--- src/rtl/vnu_accum.sv ---
// ----------------------------------------------------------------------------
// vnu_accum : variable-node accumulator of the shuffled-VNU datapath.
//
// Adds the channel LLR to dv check-to-variable messages, then streams the dv
// extrinsic messages (total - msg_k) out. Each extrinsic is symmetrically
// saturated to [-(2^(W-1)-1), +(2^(W-1)-1)] in two's complement. Also
// produces the hard decision of the variable node.
//
// Optional feature macro: VNU_APP_OUT_EN (adds o_app = sat(total) with o_done)
//
// Ports
//   i_clk        clock, rising edge
//   i_rst        asynchronous active-high reset
//   i_start      start pulse, sampled only in IDLE
//   i_llr        channel LLR (CH_W, two's complement), sampled with i_start
//   i_dv         node degree, sampled with i_start, clamped to DV_MAX
//   i_msg        check-to-variable message (W)
//   i_msg_valid  i_msg valid; accepted every cycle in ACC
//   o_data       extrinsic message k (W)
//   o_valid      o_data valid
//   i_ready      downstream accepts o_data
//   o_done       one-cycle pulse when the node is finished
//   o_hard       hard decision (1 = total < 0), valid with o_done
//   o_app        (VNU_APP_OUT_EN only) saturated total, valid with o_done
// ----------------------------------------------------------------------------
module vnu_accum #(
  parameter int W      = 11,
  parameter int CH_W   = 8,
  parameter int DV_MAX = 8
) (
  input  logic                          i_clk,
  input  logic                          i_rst,
  input  logic                          i_start,
  input  logic [CH_W-1:0]               i_llr,
  input  logic [$clog2(DV_MAX+1)-1:0]   i_dv,
  input  logic [W-1:0]                  i_msg,
  input  logic                          i_msg_valid,
  output logic [W-1:0]                  o_data,
  output logic                          o_valid,
  input  logic                          i_ready,
  output logic                          o_done,
  output logic                          o_hard
`ifdef VNU_APP_OUT_EN
  ,
  output logic [W-1:0]                  o_app
`endif
);

  localparam int DW = $clog2(DV_MAX + 1);
  localparam int AW = W + DW;
  localparam int IW = (DV_MAX > 1) ? $clog2(DV_MAX) : 1;

  // Symmetric clamp limits in accumulator width
  localparam logic signed [AW-1:0] P_MAX = {{(DW + 1){1'b0}}, {(W - 1){1'b1}}};
  localparam logic signed [AW-1:0] P_MIN = -P_MAX;

  typedef enum logic [1:0] {
    S_IDLE = 2'd0,
    S_ACC  = 2'd1,
    S_OUT  = 2'd2
  } state_t;

  function automatic logic [AW-1:0] sext_msg(input logic [W-1:0] m);
    sext_msg = {{(AW - W){m[W-1]}}, m};
  endfunction

  function automatic logic [AW-1:0] sext_llr(input logic [CH_W-1:0] l);
    sext_llr = {{(AW - CH_W){l[CH_W-1]}}, l};
  endfunction

  function automatic logic [W-1:0] sat_msg(input logic signed [AW-1:0] v);
    logic [W-1:0] r;
    if (v > P_MAX) begin
      r = P_MAX[W-1:0];
    end else if (v < P_MIN) begin
      r = P_MIN[W-1:0];
    end else begin
      r = v[W-1:0];
    end
    sat_msg = r;
  endfunction

  state_t         r_state;
  state_t         w_state_nxt;
  logic [AW-1:0]  r_total;
  logic [AW-1:0]  w_total_nxt;
  logic [DW-1:0]  r_dv;
  logic [DW-1:0]  w_dv_nxt;
  logic [DW-1:0]  r_cnt;
  logic [DW-1:0]  w_cnt_nxt;
  logic [W-1:0]   r_data;
  logic [W-1:0]   w_data_nxt;
  logic           r_valid;
  logic           w_valid_nxt;
  logic           r_done;
  logic           w_done_nxt;
  logic           r_hard;
  logic           w_hard_nxt;
  logic [W-1:0]   r_buf [DV_MAX];
  logic           w_buf_we;
  logic [DW-1:0]  w_dv_clamp;
  logic [DW-1:0]  w_cnt_inc;
  logic [AW-1:0]  w_acc_sum;
  logic [W-1:0]   w_buf0;
  logic [W-1:0]   w_next_msg;
`ifdef VNU_APP_OUT_EN
  logic [W-1:0]   r_app;
  logic [W-1:0]   w_app_nxt;
`endif

  // Next-state and next-output computation for the IDLE/ACC/OUT controller
  always_comb begin
    w_state_nxt = r_state;
    w_total_nxt = r_total;
    w_dv_nxt    = r_dv;
    w_cnt_nxt   = r_cnt;
    w_data_nxt  = r_data;
    w_valid_nxt = r_valid;
    w_done_nxt  = 1'b0;
    w_hard_nxt  = 1'b0;
    w_buf_we    = 1'b0;
`ifdef VNU_APP_OUT_EN
    w_app_nxt   = {W{1'b0}};
`endif
    w_dv_clamp = (i_dv > DW'(DV_MAX)) ? DW'(DV_MAX) : i_dv;
    w_cnt_inc  = r_cnt + DW'(1'b1);
    w_acc_sum  = r_total + sext_msg(i_msg);
    // The first extrinsic is formed in the same cycle message 0 may be written
    w_buf0     = (r_cnt == {DW{1'b0}}) ? i_msg : r_buf[0];
    w_next_msg = r_buf[w_cnt_inc[IW-1:0]];

    case (r_state)
      S_IDLE: begin
        if (i_start) begin
          w_total_nxt = sext_llr(i_llr);
          w_dv_nxt    = w_dv_clamp;
          w_cnt_nxt   = {DW{1'b0}};
          if (w_dv_clamp == {DW{1'b0}}) begin
            w_done_nxt = 1'b1;
            w_hard_nxt = i_llr[CH_W-1];
`ifdef VNU_APP_OUT_EN
            w_app_nxt  = sat_msg(sext_llr(i_llr));
`endif
          end else begin
            w_state_nxt = S_ACC;
          end
        end else begin
          w_state_nxt = S_IDLE;
        end
      end
      S_ACC: begin
        if (i_msg_valid) begin
          w_buf_we    = 1'b1;
          w_total_nxt = w_acc_sum;
          if (w_cnt_inc == r_dv) begin
            w_state_nxt = S_OUT;
            w_cnt_nxt   = {DW{1'b0}};
            w_valid_nxt = 1'b1;
            w_data_nxt  = sat_msg(w_acc_sum - sext_msg(w_buf0));
          end else begin
            w_cnt_nxt = w_cnt_inc;
          end
        end else begin
          w_state_nxt = S_ACC;
        end
      end
      S_OUT: begin
        if (r_valid && i_ready) begin
          if (w_cnt_inc == r_dv) begin
            w_state_nxt = S_IDLE;
            w_valid_nxt = 1'b0;
            w_cnt_nxt   = {DW{1'b0}};
            w_data_nxt  = {W{1'b0}};
            w_done_nxt  = 1'b1;
            w_hard_nxt  = r_total[AW-1];
`ifdef VNU_APP_OUT_EN
            w_app_nxt   = sat_msg(r_total);
`endif
          end else begin
            w_cnt_nxt  = w_cnt_inc;
            w_data_nxt = sat_msg(r_total - sext_msg(w_next_msg));
          end
        end else begin
          w_state_nxt = S_OUT;
        end
      end
      default: begin
        w_state_nxt = S_IDLE;
        w_valid_nxt = 1'b0;
        w_cnt_nxt   = {DW{1'b0}};
      end
    endcase
  end

  // State register
  always_ff @(posedge i_clk or posedge i_rst) begin
    if (i_rst) begin
      r_state <= S_IDLE;
    end else begin
      r_state <= w_state_nxt;
    end
  end

  // Datapath and output registers
  always_ff @(posedge i_clk or posedge i_rst) begin
    if (i_rst) begin
      r_total <= {AW{1'b0}};
      r_dv    <= {DW{1'b0}};
      r_cnt   <= {DW{1'b0}};
      r_data  <= {W{1'b0}};
      r_valid <= 1'b0;
      r_done  <= 1'b0;
      r_hard  <= 1'b0;
`ifdef VNU_APP_OUT_EN
      r_app   <= {W{1'b0}};
`endif
    end else begin
      r_total <= w_total_nxt;
      r_dv    <= w_dv_nxt;
      r_cnt   <= w_cnt_nxt;
      r_data  <= w_data_nxt;
      r_valid <= w_valid_nxt;
      r_done  <= w_done_nxt;
      r_hard  <= w_hard_nxt;
`ifdef VNU_APP_OUT_EN
      r_app   <= w_app_nxt;
`endif
    end
  end

  // Message buffer, written in arrival order during ACC
  always_ff @(posedge i_clk or posedge i_rst) begin
    if (i_rst) begin
      for (int i = 0; i < DV_MAX; i++) begin
        r_buf[i] <= {W{1'b0}};
      end
    end else if (w_buf_we) begin
      r_buf[r_cnt[IW-1:0]] <= i_msg;
    end else begin
      r_buf <= r_buf;
    end
  end

  assign o_data  = r_data;
  assign o_valid = r_valid;
  assign o_done  = r_done;
  assign o_hard  = r_hard;
`ifdef VNU_APP_OUT_EN
  assign o_app   = r_app;
`endif

endmodule

--- config.mk ---
export PLATFORM = sky130hd
export DESIGN_NAME = vnu_accum
export DESIGN_NICKNAME = d
export VERILOG_FILES = /design/src/rtl/vnu_accum.sv
export SDC_FILE = /design/constraint.sdc
export NUM_CORES = 1
export LEC_CHECK = 0
export CAP_MARGIN = 10
export CORE_MARGIN = 1
export CORE_UTILIZATION = 50
export DETAILED_ROUTE_END_ITERATION = 8
export GPL_ROUTABILITY_DRIVEN = 0
export PLACE_DENSITY = 0.71
export SYNTH_ARGS = -nofsm -noshare
export SYNTH_HDL_FRONTEND = slang
export SYNTH_SLANG_ARGS = --single-unit
--- constraint.sdc ---
create_clock -name i_clk -period 5.5 [get_ports i_clk]
set_input_delay 1.375 -clock i_clk [delete_from_list [all_inputs] [get_ports i_clk]]
set_output_delay 1.375 -clock i_clk [all_outputs]
set_load 0.02 [all_outputs]
==> run_results.csv, run 1 <==
group,metric,value,unit
status,status,"complete, no violations",
finish,syn_to_final_growth,22.5,%
run,cap_violations,0,
cts,root_buffer,"clkbuf_16",
global_route,grt_antenna_before_repair,0,
setup_path,cp.arrival,5.61,ns
timing,hold_ws,0.488,ns
timing,slew_viol_final,0,
finish,final_util,0.625,
detailed_routing,drcViolationCount,0,
cts,clkTransAtPathRegs,0.06,ns
timing,fin_crit,5.31,ns
synthesis,postSynthCellCount,786,
floorplanning,rows,47,
synthesis,synth_ff_type,"dfrtp_1",
floorplanning,fp.dieW,132,µm
floorplanning,initial_utilization,0.511,
detailed_routing,routedWlPerCell,19.4,µm
cts,cts_buffers,17,
floorplanning,core_area,16600,µm²
cts,clkSinkCount,127,
global_route,grt_pass1_wl,36000,µm
setup_path,cp.required,5.79,ns
timing,worstMarginPinSlew,1.19,ns
cts,tritoncts,"built",
floorplanning,die_area,17500,µm²
timing,fmax,0.188,GHz
detailed_routing,drtPass1Iterations,5,
finish,antennaDiodeCount,0,
global_route,overflow,0,
global_route,grt_start_max_net_pins,81,
synthesis,synth_cell_types,84,
setup_path,critPathCaptureType,"register",
floorplanning,die_height,132,µm
synthesis,ys_seq_elements,127,
finish,fill_cells,1309,
timing,setup_viol,0,
finish,drive_gt1_frac,0.312,
cts,h-tree-depth,4,
finish,multiInputGateArea,5160,µm²
setup_path,critPathKind,"input pin to register",
setup_path,path_delay_family,"compound AO/OA/AOI/OAI gates",
detailed_routing,drtIter0Drc,420,
global_route,grt_pass1_vias,7053,
finish,seqCellArea,3180,µm²
synthesis,synth_fp_nets,863,
placed_design,io_buffers,41,
setup_path,path_max_fanout,10,
timing,timing.final.crit_share,0.966,
placed_design,dp_hpwl,16100,µm
detailed_routing,viasPerCell,6.03,
detailed_routing,wirelength,22000,µm
timing,hold_violations,0,
global_route,track_usage,0.266,
timing,slew_headroom,0.205,
setup_path,critPathMaxStageDelay,0.45,ns
cts,clk_latency,0.42,ns
setup_path,crit_buf_inv,5,
setup_path,critPathLaunchType,"input pin",
setup_path,slowest_stage,"clkdlybuf4s50_1",
synthesis,syn_avg_cell_area,10.8,µm²
synthesis,yosys_warnings,0,
synthesis,synth_area,8470,µm²
synthesis,yosysSeqAreaShare,0.375,
detailed_routing,num_vias,6819,
synthesis,synth-edff-count,0,
detailed_routing,ant_nets,0,
cts,ctsHoldBuffers,0,
min_path,hp-class,"register to register",
finish,fin_nets,974,
setup_path,critPathMostFrequentCell,"buf_4",
floorplanning,num_io_pins,42,
setup_path,cp_cell_sequence,"clkdlybuf4s50_1 > buf_4 > ha_4 > buf_4 > o211ai_2 > a21o_1 > a31oi_4 > o21ai_2 > nor2b_1 > xnor2_1 > ha_1 > a21oi_1 > nor2b_1 > o21ai_0 > nand2_1 > or4_4 > o2111ai_2 > a211oi_4 > nor4_4 > o311ai_4 > buf_4 > inv_2 > a31oi_1",
synthesis,async_flop_share,1.00,
cts,clk_path_buf_depth,2,
timing,finalClockSkew,0.00580,ns
[synth_stat cells, drive strengths merged, types with 4 or more instances]
library cell	n	area share
nand2	48	0.021
o211ai	6	0.0065
nor3	15	0.010
mux4	22	0.059
dfrtp	127	0.38
o21bai	4	0.0035
nor2b	8	0.0059
o2111ai	5	0.0059
nand3	19	0.011
a211oi	7	0.0083
a21o	7	0.0062
a31oi	11	0.0081
mux2i	29	0.035
clkbuf	20	0.0089
nand2b	14	0.010
nor2	43	0.020
a21oi	44	0.027
or3b	4	0.0041
ha	46	0.068
o21a	9	0.0080
nor3b	5	0.0050
inv	30	0.013
o22ai	5	0.0037
o21ai	49	0.032
xnor2	27	0.029
mux2	93	0.12
buf	15	0.0098
xor2	12	0.013
and3	7	0.0052
nand4	6	0.0062
[worst min-delay path, cell delays in order (launching register included)]
cell and delay [ns]:
dfrtp_1 0.34, nand2_1 0.05, o21ai_0 0.06
[final timing paths]
kind / from / endpoint / slack [ns] / cells after the start
setup / recovery: i_msg[3] / o_data[6] / 0.19 / 23
min in group asynchronous: i_rst / r_buf[6] / 1.52 / 2
hold reg to reg: r_buf[56] / r_buf[56] / 0.49 / 2
max in group asynchronous: i_rst / r_total[8] / 3.05 / 3
setup reg to reg: r_cnt[0] / o_data[6] / 0.51 / 18
hold / removal: r_buf[56] / r_buf[56] / 0.49 / 2
[cell families (layout without fill, tap and decap cells)]
logic type | count (synthesis) | count (layout) | synth area share
buf+inv | 65 | 189 | 0.0319
flops | 127 | 127 | 0.375
compound gates | 175 | 175 | 0.141
simple gates | 185 | 185 | 0.114
fa+ha+maj | 50 | 50 | 0.0762
mux | 144 | 144 | 0.217
xor+xnor | 40 | 40 | 0.0448
[timing repair]
action	in CTS	in global routing
gates resized for setup	9	22
setup endpoints to repair	11	11
pin swaps	8	13
buffers inserted	5	0
[through the flow]
step	setup TNS [ns]	cells	area, µm²	worst slack [ns]
3_5_place_dp	-6.77	1093	9630	-0.678
2_1_floorplan	0	786	8480	0.0767
4_1_cts	0	1130	10300	0.0368
5_1_grt	-0.00380	1130	10400	-0.00380
3_3_place_gp	-4.96	1093	9630	-0.519
6_report	0	1130	10400	0.186
[layout by cell type, fill, tap and decap left out, types with 8 or more instances in the layout]
master,count
xnor2_1,25
nor3_1,13
a21oi_1,37
nand2b_1,13
mux2_2,93
nand2_1,48
buf_4,85
nor2_1,42
nor2b_1,8
inv_1,27
xor2_1,11
clkdlybuf4s50_1,36
ha_1,41
nand3_1,19
mux4_2,22
a31oi_1,10
o21ai_0,42
clkbuf_16,17
mux2i_1,28
o21a_1,9
dfrtp_1,126
[sequential cells by signal, summed over array words and instances (netlist names)]
signal and cells:
o_data 11, o_done 1, o_hard 1, o_valid 1, r_buf 88, r_cnt 4, r_dv 4, r_state 2
r_total 15
[layout make-up]
class	count	share of cell area
multi-input combinational	594	0.497
sequential	127	0.307
timing repair buffer	127	0.103
clock buffer	21	0.0454
tap	220	0.0265
inverter	30	0.0111
clock inverter	11	0.0100
[layer usage]
layer / global-route usage / wire, µm
met5: 0 / 0
met4: 0.138 / 840
met3: 0.0411 / 908
met2: 0.435 / 10600
met1: 0.344 / 9640
Power of run 1 is left out: the tool's default activity adds up to more than one toggle a clock period on the data nets, which glitch-free logic cannot reach.
==> inputs of run 2 (changes only) <==
==> constraint.sdc (replaced) <==
create_clock -name i_clk -period 5.5 [get_ports i_clk]
set_input_delay 0.55 -clock i_clk [delete_from_list [all_inputs] [get_ports i_clk]]
set_output_delay 0.55 -clock i_clk [all_outputs]
set_load 0.02 [all_outputs]
==> run 2 against run 1 <==
Compared with the run above: clock skew rose by 0.012 ns; utilization down 3.7 points; register-to-register slack got worse by 0.22 ns; die area did not move; highest routed layer unchanged; non-clock buffer count down 67; setup slack improved by 0.086 ns; hold slack better by 0.0091 ns; via count shrank 5.6%; first-iteration DRC count fell by 5.7%; global-route usage fell by 1.2 points; largest cell class unchanged; fmax grew 1.6%; flip-flop and latch count unchanged.
==> run_results.csv, run 2 (synthesis results as in run 1) <==
group,metric,value,unit
global_route,grt_pass1_wl,34400,µm
setup_path,reg2reg_from,"r_cnt[0]",
global_route,grt_antenna_before_repair,0,
floorplanning,die_height,132,µm
floorplanning,rows,47,
finish,largest_register_ff_count,88,
detailed_routing,highest_layer,"met4",
finish,final_util,0.588,
detailed_routing,routedWlPerCell,19.5,µm
global_route,overflow,0,
setup_path,cp.arrival,5.52,ns
finish,fin_nets,907,
cts,ctsHoldBuffers,0,
cts,h-tree-depth,4,
timing,hold_violations,0,
finish,layout_common_cells,"dfrtp_1, mux2_2, nand2_1",
setup_path,critPathCaptureType,"register",
cts,clkTransAtPathRegs,0.06,ns
detailed_routing,drtIter0Drc,396,
finish,fin_cells,1063,
placed_design,io_buffers,41,
timing,fmax,0.191,GHz
setup_path,critPathKind,"input pin to register",
setup_path,reg2reg_setup_slack,0.29,ns
timing,timing.final.crit_share,0.950,
timing,finalClockSkew,0.0179,ns
setup_path,r2r_cells,17,
timing,grt_setup_unrepaired,"no",
floorplanning,core_area,16600,µm²
detailed_routing,met3_length,775,µm
cts,cts_buffers,17,
finish,antennaDiodeCount,0,
setup_path,cp.required,5.79,ns
floorplanning,num_io_pins,42,
cts,tritoncts,"built",
placed_design,dp_hpwl,15300,µm
min_path,holdPathStages,2,
timing,fin_crit,5.23,ns
timing,hold_ws,0.497,ns
finish,layout_commonest_cell,"dfrtp_1",
global_route,track_usage,0.254,
min_path,min_from,"o_data[9]",
setup_path,path_max_fanout,9,
detailed_routing,viasPerCell,6.06,
cts,root_buffer,"clkbuf_16",
detailed_routing,drtPass1Iterations,6,
finish,syn_to_final_growth,15.2,%
timing,slew_headroom,0.145,
floorplanning,initial_utilization,0.511,
min_path,hp-class,"register to register",
status,status,"complete, no violations",
finish,regMostFlops,"r_buf",
setup_path,r2r-end,"o_data[9]",
timing,slew_viol_final,0,
cts,clkSinkCount,127,
cts,clk_path_buf_depth,2,
placed_design,place_inst,1031,
detailed_routing,drcViolationCount,0,
min_path,hold_end,"o_data[9]",
setup_path,critPathLaunchType,"input pin",
timing,worstMarginPinSlew,1.28,ns
detailed_routing,wl_met1,9500,µm
global_route,grt_start_max_net_pins,85,
finish,drive_gt1_frac,0.235,
detailed_routing,num_vias,6438,
global_route,grt_pass1_vias,6678,
floorplanning,fp.dieW,132,µm
detailed_routing,wirelength,20800,µm
timing,setup_viol,0,
cts,clk_latency,0.43,ns
floorplanning,die_area,17500,µm²
detailed_routing,ant_nets,0,
detailed_routing,dr_wl_met2,9810,µm
run,cap_violations,0,
## run 2: cell type report
class                   count  area, µm²
flip-flops and latches    127       3180
fillers                  1359       6830
repair buffers             60        553
multi-input cells         594       5020
clock inverters            14        169
inverters                  30        115
well taps                 220        275
clock buffers              18        439
## run 2: routing by layer
layer / vias to the layer above / global-route usage
met5: - / 0
met1: 3168 / 0.334
met4: 0 / 0.115
li1: 3017 / -
met2: 199 / 0.409
met3: 54 / 0.0473
## run 2: critical path, cell delays in order
cell             delay [ns]
clkdlybuf4s50_1        0.67
ha_1                   0.32
a211oi_2               0.38
o211ai_1               0.17
a221oi_2               0.34
o21bai_1               0.10
a21oi_1                0.24
xnor2_1                0.19
ha_1                   0.36
and3_1                 0.26
a31oi_1                0.19
nand2_1                0.13
or4_1                  0.42
o2111ai_1              0.19
a211oi_4               0.09
nor4_4                 0.37
o311ai_2               0.18
a221oi_1               0.31
nor2_1                 0.08
## run 2: repair_timing
| item | in CTS | in global routing |
|---|---|---|
| resized for setup | 0 | 1 |
| endpoints found under the setup margin | 0 | 4 |
| buffers inserted | 0 | 0 |
## run 2: worst max path at each step
stage	from	endpoint	slack [ns]
floorplan	r_cnt[0]	o_data[9]	0.17
global placement	i_msg[1]	o_data[9]	0.07
detailed placement	i_msg[1]	o_data[9]	-0.05
CTS	r_cnt[0]	o_data[9]	0.19
global route	i_msg[2]	o_data[9]	0.004
finish	i_msg[1]	o_data[9]	0.27
## run 2: through the flow
stage / cell area [µm²] / setup slack [ns] / TNS, ns
finish: 9750 / 0.272 / 0
global route: 9750 / 0.00371 / 0
CTS: 9750 / 0.194 / 0
detailed placement: 9140 / -0.0492 / -0.0492
global placement: 9140 / 0.0665 / 0
floorplan: 8470 / 0.174 / 0
Power of run 2 is left out for the same reason.
